==> src/rtl/pipe_stage_skid_if.sv <==
// Handshake bundle for pipe_stage_skid: upstream valid/ready/data, downstream
// valid/ready/data and the live-entry count. The stage uses the slave side.
interface pipe_stage_skid_if #(
  parameter int unsigned WIDTH = 64
);
  logic             in_valid;
  logic             in_ready;
  logic [WIDTH-1:0] in_data;
  logic             out_valid;
  logic             out_ready;
  logic [WIDTH-1:0] out_data;
  logic [1:0]       occupancy;

  modport slave (
    input  in_valid, in_data, out_ready,
    output in_ready, out_valid, out_data, occupancy
  );

  modport master (
    output in_valid, in_data, out_ready,
    input  in_ready, out_valid, out_data, occupancy
  );
endinterface

==> src/rtl/pipe_stage_skid.sv <==
// Pipeline stage register with valid/ready handshake, optional two-entry skid
// buffer (registered in_ready), synchronous flush and a bubble value on idle.
module pipe_stage_skid #(
  parameter int unsigned      WIDTH  = 64,
  parameter bit               SKID   = 1'b1,
  parameter logic [WIDTH-1:0] BUBBLE = '0
) (
  input  logic                 clock,
  input  logic                 reset_n,
  input  logic                 flush,
  pipe_stage_skid_if.slave     bus
);

  typedef enum logic [1:0] {
    EMPTY = 2'd0,
    ONE   = 2'd1,
    FULL  = 2'd2
  } state_t;

  state_t           state_q;
  logic [WIDTH-1:0] main_q;
  logic [WIDTH-1:0] skid_q;
  logic             rdy_q;
  logic             vld_q;

  logic in_ready;
  logic accept;
  logic consume;

  // Without the skid buffer the stage can only take a new entry when the held
  // one leaves this same cycle, so FULL is never reached and rdy_q goes unused.
  assign in_ready = SKID ? rdy_q : (~vld_q | bus.out_ready);
  assign accept   = bus.in_valid & in_ready;
  assign consume  = vld_q & bus.out_ready;

  always_ff @(posedge clock or negedge reset_n) begin
    if (!reset_n) begin
      state_q <= EMPTY;
      main_q  <= BUBBLE;
      skid_q  <= BUBBLE;
      rdy_q   <= 1'b1;
      vld_q   <= 1'b0;
    end else if (flush) begin
      state_q <= EMPTY;
      main_q  <= BUBBLE;
      skid_q  <= BUBBLE;
      rdy_q   <= 1'b1;
      vld_q   <= 1'b0;
    end else begin
      case (state_q)
        EMPTY: begin
          if (accept) begin
            state_q <= ONE;
            main_q  <= bus.in_data;
            vld_q   <= 1'b1;
          end
        end
        ONE: begin
          if (accept && !consume) begin
            state_q <= FULL;
            skid_q  <= bus.in_data;
            rdy_q   <= 1'b0;
          end else if (accept && consume) begin
            main_q  <= bus.in_data;
          end else if (consume) begin
            state_q <= EMPTY;
            main_q  <= BUBBLE;
            vld_q   <= 1'b0;
          end
        end
        FULL: begin
          if (consume) begin
            state_q <= ONE;
            main_q  <= skid_q;
            skid_q  <= BUBBLE;
            rdy_q   <= 1'b1;
          end
        end
        default: begin
          state_q <= EMPTY;
          main_q  <= BUBBLE;
          skid_q  <= BUBBLE;
          rdy_q   <= 1'b1;
          vld_q   <= 1'b0;
        end
      endcase
    end
  end

  // main_q is forced to BUBBLE whenever it empties, so it drives out_data directly.
  assign bus.in_ready  = in_ready;
  assign bus.out_valid = vld_q;
  assign bus.out_data  = main_q;
  assign bus.occupancy = state_q;

endmodule

==> src/flat_wrapper.sv <==
// flat-port wrapper written by rule: the top's interface ports become plain ports
module pipe_stage_skid_flat 
#(
  parameter int unsigned      WIDTH  = 64,
  parameter bit               SKID   = 1'b1,
  parameter logic [WIDTH-1:0] BUBBLE = '0
)
  (clock, reset_n, flush, bus_in_valid, bus_in_data, bus_out_ready, bus_in_ready, bus_out_valid, bus_out_data, bus_occupancy);
  pipe_stage_skid_if #(.WIDTH(WIDTH)) bus_i ();
  input  logic clock;
  input  logic reset_n;
  input  logic flush;
  input wire logic [$bits(bus_i.in_valid)-1:0] bus_in_valid;
  input wire logic [$bits(bus_i.in_data)-1:0] bus_in_data;
  input wire logic [$bits(bus_i.out_ready)-1:0] bus_out_ready;
  output wire logic [$bits(bus_i.in_ready)-1:0] bus_in_ready;
  output wire logic [$bits(bus_i.out_valid)-1:0] bus_out_valid;
  output wire logic [$bits(bus_i.out_data)-1:0] bus_out_data;
  output wire logic [$bits(bus_i.occupancy)-1:0] bus_occupancy;
  assign bus_i.in_valid = bus_in_valid;
  assign bus_i.in_data = bus_in_data;
  assign bus_i.out_ready = bus_out_ready;
  assign bus_in_ready = bus_i.in_ready;
  assign bus_out_valid = bus_i.out_valid;
  assign bus_out_data = bus_i.out_data;
  assign bus_occupancy = bus_i.occupancy;
  pipe_stage_skid #(.WIDTH(WIDTH), .SKID(SKID), .BUBBLE(BUBBLE)) u_core (.clock(clock), .reset_n(reset_n), .flush(flush), .bus(bus_i));
endmodule
==> config.mk <==
export PLATFORM = sky130hd
export DESIGN_NAME = pipe_stage_skid_flat
export DESIGN_NICKNAME = d
export VERILOG_FILES = /design/src/rtl/pipe_stage_skid_if.sv /design/src/rtl/pipe_stage_skid.sv /design/src/flat_wrapper.sv
export SDC_FILE = /design/constraint.sdc
export NUM_CORES = 1
export LEC_CHECK = 0
export CAP_MARGIN = 40
export CELL_PAD_IN_SITES_DETAIL_PLACEMENT = 1
export CELL_PAD_IN_SITES_GLOBAL_PLACEMENT = 1
export CORE_MARGIN = 2
export CORE_UTILIZATION = 35
export DETAILED_ROUTE_END_ITERATION = 10
export DONT_BUFFER_PORTS = 1
export GPL_TIMING_DRIVEN = 0
export HOLD_SLACK_MARGIN = 0.05
export PLACE_DENSITY_LB_ADDON = 0.12
export SLEW_MARGIN = 20
export SYNTH_ARGS = -nofsm -noshare
export SYNTH_HDL_FRONTEND = slang
export SYNTH_SLANG_ARGS = --single-unit
==> constraint.sdc <==
create_clock -name clock -period 1.8 [get_ports clock]
set_clock_uncertainty 0.15 [all_clocks]
set_input_delay 0.36 -clock clock [delete_from_list [all_inputs] [get_ports clock]]
set_output_delay 0.36 -clock clock [all_outputs]
set_load 0.02 [all_outputs]
==> metrics.cfg, run 1 <==
[status]
status=complete, but fails checks
failed_checks=negative hold slack, negative setup slack

[detailed_routing]
wl_microns=17600
vias_per_cell=5.30
drtPass1Iterations=4
drc=0
num_vias=4429
drtIter0Drc=187
ant_nets=0
wire_per_inst_microns=21.1

[flow_run]
maxCapViolCount=0

[layout]
fillers=1703
register_area_sq_um=3310
nNetsFinal=673
area_growth_pct=40.9
multi_input_area_sq_um=2400
drive_gt1_frac=0.256
final_cell_area_sq_um=8230
n_antenna_cell=0

[yosys]
synth_edf_count=0
ys_seq_area_frac=0.566
yosys_register_bits=132
syn_nets=568
synthDistinctLibCells=29
synth_area_sq_um=5840
yosys_warnings=0
synth_cells=499
netlist_top_cells_area=dfrtp_1 56%, o2bb2ai_1 9.6%, mux2i_1 8.6%
synth_top_flop_cell=dfrtp_1
yosys.cell_count.top_type=dfrtp_1
async_flop_share=1.00
yosysTopAreaCell=dfrtp_1
syn_avg_cell_area_sq_um=11.7
synth_common_cells=131 x dfrtp_1, 64 x a22oi_1, 64 x o2bb2ai_1
post-synth-top-area-fraction=0.561

[sta]
fin_crit_sh=1.05
setup_ws_ns=-0.0849
slew_headroom=0.586
whs_ns=-0.518
worst_pin_slew_ns=0.621
period_minus_slack_ns=1.88
drv_slew=0
timing.fmax_ghz=0.531
rsz0062_at_grt=yes
final_hold_viol_count=132
setup_viol=88

[die]
num_io_pins=137
die_w_microns=133
dieArea_sq_um=17700
rows=47
fp.dieH_microns=133
core_region_area_sq_um=16500
start_util=0.355

[grt]
grt_pass1_wl_microns=28200
grt_antenna_before_repair=0
grt_max_degree=133
globalRouteTotalUtil=0.206
grt_pass1_vias=5048
gr-total-overflow=0

[clock_tree]
cts_tree=done
clock-sinks=132
cts-root-buf=clkbuf_16
path_clk_slew_ns=0.06
htreeDepth=4
cts_buffer_depth=2
postCtsHoldBufs=65
worstSkewPairLatency_ns=0.42
cts_inserted_buffers=17

[worst_setup_path]
cp_num_buf_inv=2
crit_type=reg2reg
critPathLaunchType=register
rr_worst_depth=6
cpLargestDelayFamily=flip-flops
cp.depth=6
worst-r2r-setup-slack_ns=-0.08
cp_data_required_time_ns=1.99
r2r-start=u_core.bus.in_ready$_DFFE_PN1P_
cp_max_fo=10
cp.arrival_ns=2.08
critPathCaptureType=register
critPathCapture=u_core.bus.out_data[36]$_DFFE_PN0P_
cpPeakStageDelay_ns=0.67
reg2reg_to=u_core.bus.out_data[36]$_DFFE_PN0P_
slowest_stage=dfstp_2
startpoint=u_core.bus.in_ready$_DFFE_PN1P_
cp_cell_sequence=nand4_1 -> a21oi_4 -> buf_12 -> buf_8 -> a22oi_1 -> o2bb2ai_1

[pwr]
power.density_nw_per_um2=1060
ir_drop_mv=0.645
p_total_mw=8.74
power.leakage_nw=3.66

[placed_design]
portBuffers=0
hpwl_microns=10800
gp_congestion=0.736
place_area_sq_um=6110

[worst_hold_path]
hold_class=in2async

==> state kept, by name (all words and copies together), names as in the netlist <==
signal / count
u_core.bus.out_data: 64
u_core.skid_q: 64
u_core.bus.occupancy: 2
u_core.bus.in_ready: 1
u_core.bus.out_valid: 1
==> routing by layer <==
layer / GRT usage / wire length [microns] / vias to the layer above
met1: 0.254 / 7560 / 2283
met5: 0 / 0 / -
met4: 0.0556 / 166 / 0
li1: - / - / 2018
met3: 0.0654 / 968 / 16
met2: 0.350 / 8930 / 112
==> per-stage QoR <==
step / cells / hold WS, ns / utilization / setup TNS [ns] / setup WS (ns)
after floorplan: 499 / -0.0856 / - / 0 / 0.0334
after global placement: 719 / -0.0822 / 0.371 / -41.69 / -0.497
after detailed placement: 719 / -0.0808 / 0.371 / -47.55 / -0.574
after CTS: 831 / -0.533 / 0.477 / -2.75 / -0.0711
after global routing: 836 / -0.543 / 0.500 / -15.46 / -0.177
final: 836 / -0.518 / 0.500 / -3.36 / -0.0849
==> layout by cell type (no fill, tap or decap), types with 2 or more instances in the layout <==
cell type	instances
dfrtp_1	128
dlygate4sd3_1	65
nand2_1	52
inv_1	51
o2bb2ai_1	50
mux2i_1	46
a22oi_1	37
a22oi_2	27
buf_4	20
clkbuf_16	18
buf_12	15
o2bb2ai_2	14
a22o_1	14
buf_8	9
buf_6	6
a21oi_1	5
clkinvlp_4	5
clkbuf_4	4
clkbuf_2	3
mux2i_2	3
bufinv_16	3
clkinv_2	3
dfrtp_2	3
nor2b_4	2
a21oi_4	2
buf_2	2
o21bai_1	2
clkinv_4	2
==> report_power, final <==
group,leakage (nW),switching [mW],total (mW),internal (mW)
clock,0.280,1.36,3.55,2.20
combinational,1.58,0.792,1.60,0.810
sequential,1.80,0.381,3.58,3.20
total,3.66,2.53,8.74,6.21
==> layout make-up <==
cell class                 instances  share of cell area
tap                              220              0.0335
buffer                            41              0.0607
multi-input combinational        274               0.292
timing repair buffer              87               0.115
clock buffer                      18              0.0534
inverter                          51              0.0233
clock inverter                    13              0.0195
sequential                       132               0.402
==> worst reg2reg max path, delay by kind of cell (launching register included) <==
family          cells  cell delay (ns)
buf+inv             2             0.34
simple gates        1             0.21
compound gates      3             0.44
flops               1             0.67
==> how the worst min path moves through the flow <==
stage | endpoint | slack [ns]
2_1_floorplan | u_core.bus.occupancy[0]$_DFFE_PN0P_ | -0.09
3_3_place_gp | u_core.bus.out_data[58]$_DFFE_PN0P_ | -0.08
3_5_place_dp | u_core.bus.out_data[58]$_DFFE_PN0P_ | -0.08
4_1_cts | u_core.bus.out_data[58]$_DFFE_PN0P_ | -0.53
5_1_grt | u_core.bus.out_data[1]$_DFFE_PN0P_ | -0.54
6_report | u_core.bus.out_data[1]$_DFFE_PN0P_ | -0.52
==> kinds of logic (layout without fill, tap and decap cells) <==
group / Yosys count / in the layout / synth area share
compound gates: 159 / 159 / 0.222
buf+inv: 93 / 210 / 0.0759
flops: 132 / 132 / 0.566
mux: 50 / 50 / 0.0857
simple gates: 65 / 65 / 0.0506
==> timing repair <==
item	in CTS	in global routing
gates resized for setup	80	65
pin swaps	4	10
endpoints found under the setup margin	126	124
setup buffers	14	4
cloned	2	2
hold endpoints to repair	262	132
(Power assumes the default switching activity.)
==> inputs of run 2 (changes only) <==
--- a/config.mk
+++ b/config.mk
@@ -8,6 +8,7 @@
 export CAP_MARGIN = 40
 export CELL_PAD_IN_SITES_DETAIL_PLACEMENT = 1
 export CELL_PAD_IN_SITES_GLOBAL_PLACEMENT = 1
+export CORE_ASPECT_RATIO = 0.9
 export CORE_MARGIN = 2
 export CORE_UTILIZATION = 35
 export DETAILED_ROUTE_END_ITERATION = 10
==> run 2 against run 1 <==
The run ends with design-rule violations, negative hold slack, negative setup slack left. Via count is 1.1% lower. Fmax is 1.5% higher. Sequential power hardly changed. Hold slack better by 0.0032 ns. Sequential share of layout area is 2.5 points higher. Critical path depth stayed put.
==> metrics.cfg, run 2 (synthesized netlist as in run 1, its figures left out) <==
[layout]
nNetsFinal=668
final_cell_mix=128 x dfrtp_1, 65 x dlygate4sd3_1, 64 x o2bb2ai_1
drive_gt1_frac=0.171
area_growth_pct=32.7
final_cell_area_sq_um=7750
n_antenna_cell=0
final_common_cell=dfrtp_1

[clock_tree]
postCtsHoldBufs=65
cts_inserted_buffers=17
path_clk_slew_ns=0.05
clock-sinks=132
htreeDepth=4
cts_tree=done
cts-root-buf=clkbuf_16
worstSkewPairLatency_ns=0.42
cts_buffer_depth=2

[die]
die_w_microns=140
num_io_pins=137
dieArea_sq_um=17700
core_region_area_sq_um=16200
start_util=0.360
fp.dieH_microns=127
rows=44

[pwr]
seq_power_share=0.439
power.leakage_nw=3.51
netSwitchingFraction=0.284
p_clk_frac=0.389
ir_drop_mv=0.639
p_sw_mw=2.31
pwr-share-comb=0.173
p_total_mw=8.13
power.density_nw_per_um2=1050
intPower_mw=5.82

[status]
failed_checks=design-rule violations, negative hold slack, negative setup slack
status=complete, but fails checks

[sta]
fin_crit_sh=1.03
timing.fmax_ghz=0.538
rsz0062_at_grt=yes
period_minus_slack_ns=1.86
worst_pin_slew_ns=0.689
setup_viol=64
setup_ws_ns=-0.0579
fin_tns_setup_ns=-1.50
drv_slew=0
slew_headroom=0.541
whs_ns=-0.515
final_hold_viol_count=132

[worst_setup_path]
cpLargestDelayFamily=flip-flops
slowest_stage=dfstp_2
cp_data_required_time_ns=1.98
r2r-start=u_core.bus.in_ready$_DFFE_PN1P_
cpPeakStageDelay_ns=0.64
cp.arrival_ns=2.04
cp_num_buf_inv=2
cp_cell_sequence=nand2_2 -> nor3_4 -> o21bai_4 -> buf_6 -> buf_8 -> o2bb2ai_1
critPathCaptureType=register
cp_max_fo=10
crit_type=reg2reg
critPathLaunchType=register
startpoint=u_core.bus.in_ready$_DFFE_PN1P_

[detailed_routing]
ant_nets=0
drtPass1Iterations=7
wl_microns=17000
num_vias=4380
vias_per_cell=5.37
drtIter0Drc=202
drc=7
wire_per_inst_microns=20.8

[placed_design]
hpwl_microns=10400
portBuffers=0
place_area_sq_um=6100
gp_congestion=0.739

[grt]
grt_antenna_before_repair=0
globalRouteTotalUtil=0.197
grt_pass1_vias=4875
grt_pass1_wl_microns=27200
grt_max_degree=133
gr-total-overflow=0

[flow_run]
maxCapViolCount=0

[worst_hold_path]
hold_class=in2async

## run 2: changes by cell type in the layout (fill, tap and decap cells not counted), moves of 4 or more
cell | before | now
a22oi_1 | 37 | 63
buf_12 | 15 | 5
o2bb2ai_1 | 50 | 64
buf_4 | 20 | 14
buf_6 | 6 | 17
o2bb2ai_2 | 14 | 0
a22oi_2 | 27 | 1
clkbuf_1 | 1 | 5
## run 2: area by class of cell
cell class	instances	area [sq um]
Clock buffer	23	468
Multi-Input combinational cell	274	2160
Fill cell	1712	8490
Sequential cell	132	3310
Inverter	51	191
Timing Repair Buffer	81	817
Tap cell	207	259
Buffer	42	489
Clock inverter	5	55.1
## run 2: path summary, 6_finish.rpt
| path | endpoint | slack (ns) | depth (start not counted) |
|---|---|---|---|
| worst max register to register | u_core.bus.out_data[6]$_DFFE_PN0P_ | -0.06 | 6 |
| worst min register to register | u_core.skid_q[61]$_DFFE_PN0P_ | 0.36 | 1 |
| min in group clock | u_core.bus.occupancy[0]$_DFFE_PN0P_ | 0.19 | 4 |
| worst min-delay path | u_core.bus.out_data[49]$_DFFE_PN0P_ | -0.52 | 0 |
| worst max-delay path | u_core.bus.out_data[6]$_DFFE_PN0P_ | -0.06 | 6 |
| max in group asynchronous | u_core.bus.in_ready$_DFFE_PN1P_ | 1.67 | 0 |
## run 2: per-stage QoR
step | setup slack [ns] | std cells | utilization | hold slack, ns
6_report | -0.0579 | 815 | 0.477 | -0.515
5_1_grt | -0.134 | 815 | 0.477 | -0.546
4_1_cts | -0.0515 | 812 | 0.467 | -0.536
3_5_place_dp | -0.521 | 706 | 0.376 | -0.0832
3_3_place_gp | -0.418 | 706 | 0.376 | -0.0829
2_1_floorplan | 0.0334 | 499 | - | -0.0856
## run 2: power by group through the flow
stage | registers (mW) | logic, mW | clock network, mW
floorplan | 3.55 | 0.740 | 0
global placement | 3.61 | 0.964 | 0
detailed placement | 3.61 | 0.992 | 0
CTS | 3.57 | 1.33 | 3.25
global route | 3.60 | 1.53 | 3.37
finish | 3.57 | 1.40 | 3.16
## run 2: layer usage
metal  GRT usage  routed length [microns]  vias up  share of wire
li1            -                        -     1993              -
met1       0.250                     7560     2262           0.45
met2       0.323                     8280      105           0.49
met3      0.0642                      934       20          0.055
met4      0.0547                      187        0          0.011
met5           0                        0        -              0
## run 2: repair_timing
action,CTS,global route
setup buffers,13,0
pin swaps,6,4
endpoints found under the hold margin,263,132
gates cloned,0,3
gates resized for setup,71,29
endpoints found under the setup margin,126,124
## run 2: worst reg2reg max path: stages, from the launching register on
cell and delay (ns):
dfstp_2 0.64, nand2_2 0.18, nor3_4 0.22, o21bai_4 0.10, buf_6 0.17, buf_8 0.15, o2bb2ai_1 0.17
==> inputs of run 3 (changes only) <==
==> constraint.sdc (replaced) <==
create_clock -name clock -period 1.8 [get_ports clock]
set_clock_uncertainty 0.15 [all_clocks]
set_input_delay 0.45 -clock clock [delete_from_list [all_inputs] [get_ports clock]]
set_output_delay 0.45 -clock clock [all_outputs]
set_load 0.02 [all_outputs]
==> run 3 against run 2 <==
The flow still finishes with violations (design-rule violations, negative hold slack, negative setup slack). Global-route usage up 0.84 points. Worst setup slack worse by 0.017 ns. Die area unchanged. Register-to-register slack worse by 0.02 ns. Total power down 0.22%. Core utilization unchanged. Hold slack better by 0.092 ns. Critical path depth unchanged. First-iteration DRC count down 2.5%. Fmax down 0.92%. Sequential power about the same. Largest power group unchanged.
==> metrics.cfg, run 3 (synthesized netlist as in run 1, its figures left out) <==
[sta]
timing.fmax_ghz=0.533
final_hold_viol_count=132
setup_ws_ns=-0.0752
fin_tns_setup_ns=-1.86
rsz0062_at_grt=yes
drv_slew=0
fin_crit_sh=1.04
slew_headroom=0.544
setup_viol=65
period_minus_slack_ns=1.88
whs_ns=-0.423
worst_pin_slew_ns=0.684

[status]
status=complete, but fails checks
failed_checks=design-rule violations, negative hold slack, negative setup slack

[detailed_routing]
wl_microns=17700
ant_nets=0
wire_per_inst_microns=21.7
drtPass1Iterations=7
drc=7
drtIter0Drc=197
num_vias=4428
vias_per_cell=5.43

[die]
fp.dieH_microns=127
dieArea_sq_um=17700
core_region_area_sq_um=16200
num_io_pins=137
rows=44
start_util=0.360
die_w_microns=140

[placed_design]
portBuffers=0
place_area_sq_um=6100
post-place-ws_ns=-0.521
hpwl_microns=10400
gp_congestion=0.739

[layout]
nNetsFinal=668
n_antenna_cell=0
final_cell_mix=128 x dfrtp_1, 65 x dlygate4sd3_1, 64 x o2bb2ai_1
fillers=1712
drive_gt1_frac=0.171
final_cell_area_sq_um=7750
final_common_cell=dfrtp_1
area_growth_pct=32.7

[pwr]
power.leakage_nw=3.51
ir_drop_mv=0.634
p_total_mw=8.11
power.density_nw_per_um2=1050

[flow_run]
maxCapViolCount=0

[grt]
grt_max_degree=133
grt_antenna_before_repair=0
grt_pass1_vias=5009
gr-total-overflow=0
globalRouteTotalUtil=0.205
grt_pass1_wl_microns=28200

[worst_setup_path]
cp_max_fo=10
crit_type=reg2reg
critPathLaunchType=register
cp_data_required_time_ns=1.98
critPathCaptureType=register
cp.arrival_ns=2.05

[clock_tree]
cts_buffer_depth=2
clock-sinks=132
worstSkewPairLatency_ns=0.42
htreeDepth=4
path_clk_slew_ns=0.06
cts_tree=done
postCtsHoldBufs=65
cts-root-buf=clkbuf_16
cts_inserted_buffers=17

[worst_hold_path]
hold_class=in2async

==> run 3: cell counts in the layout (fill, tap and decap cells not counted) <==
Identical to the previous run, type by type.
==> run 3: layout make-up <==
type,instances,area (sq um),area share
sequential,132,3310,0.427
multi-input combinational,274,2160,0.279
timing repair buffer,81,817,0.105
buffer,42,489,0.0631
clock buffer,23,468,0.0604
tap,207,259,0.0334
inverter,51,191,0.0247
clock inverter,5,55.1,0.00711
==> run 3: worst max-delay path, cell delays in order, from the launching register on <==
cell and delay [ns]:
dfstp_2 0.65, nand2_2 0.17, nor3_4 0.22, o21bai_4 0.10, buf_6 0.17, buf_8 0.15, o2bb2ai_1 0.17
==> run 3: final timing paths <==
kind                                                 start                             endpoint  slack [ns]  depth (start not counted)
hold reg to reg              u_core.skid_q[61]$_DFFE_PN0P_        u_core.skid_q[61]$_DFFE_PN0P_        0.35                          1
hold / removal                                     reset_n  u_core.bus.out_data[49]$_DFFE_PN0P_       -0.42                          0
min in group clock                         bus_in_data[58]  u_core.bus.out_data[58]$_DFFE_PN0P_        0.08                          2
setup / recovery           u_core.bus.in_ready$_DFFE_PN1P_   u_core.bus.out_data[6]$_DFFE_PN0P_       -0.08                          6
setup reg to reg           u_core.bus.in_ready$_DFFE_PN1P_   u_core.bus.out_data[6]$_DFFE_PN0P_       -0.08                          6
max in group asynchronous                          reset_n      u_core.bus.in_ready$_DFFE_PN1P_        1.58                          0
==> run 3: per-stage QoR <==
| step | cells | utilization |
|---|---|---|
| after CTS | 812 | 0.467 |
| final | 815 | 0.477 |
| after detailed placement | 706 | 0.376 |
| after global placement | 706 | 0.376 |
| after global routing | 815 | 0.477 |
| after floorplan | 499 | - |
==> run 3: what timing repair did <==
item | 4_1_cts | 5_1_grt
resized for setup | 71 | 29
pin swaps | 6 | 4
buffers inserted | 13 | 0
cloned | 0 | 3
endpoints found under the hold margin | 197 | 132
endpoints found under the setup margin | 126 | 124
==> run 3: power breakdown <==
part	switching [mW]	internal, mW
Combinational	0.703	0.684
Clock	1.23	1.93
Sequential	0.362	3.20
Total	2.29	5.82
==> run 3: routing by layer <==
| layer | track usage | share of wire | up-vias |
|---|---|---|---|
| met5 | 0 | 0 | - |
| met4 | 0.0600 | 0.013 | 0 |
| met3 | 0.0676 | 0.062 | 22 |
| met2 | 0.329 | 0.48 | 111 |
| met1 | 0.266 | 0.44 | 2296 |
| li1 | - | - | 1999 |
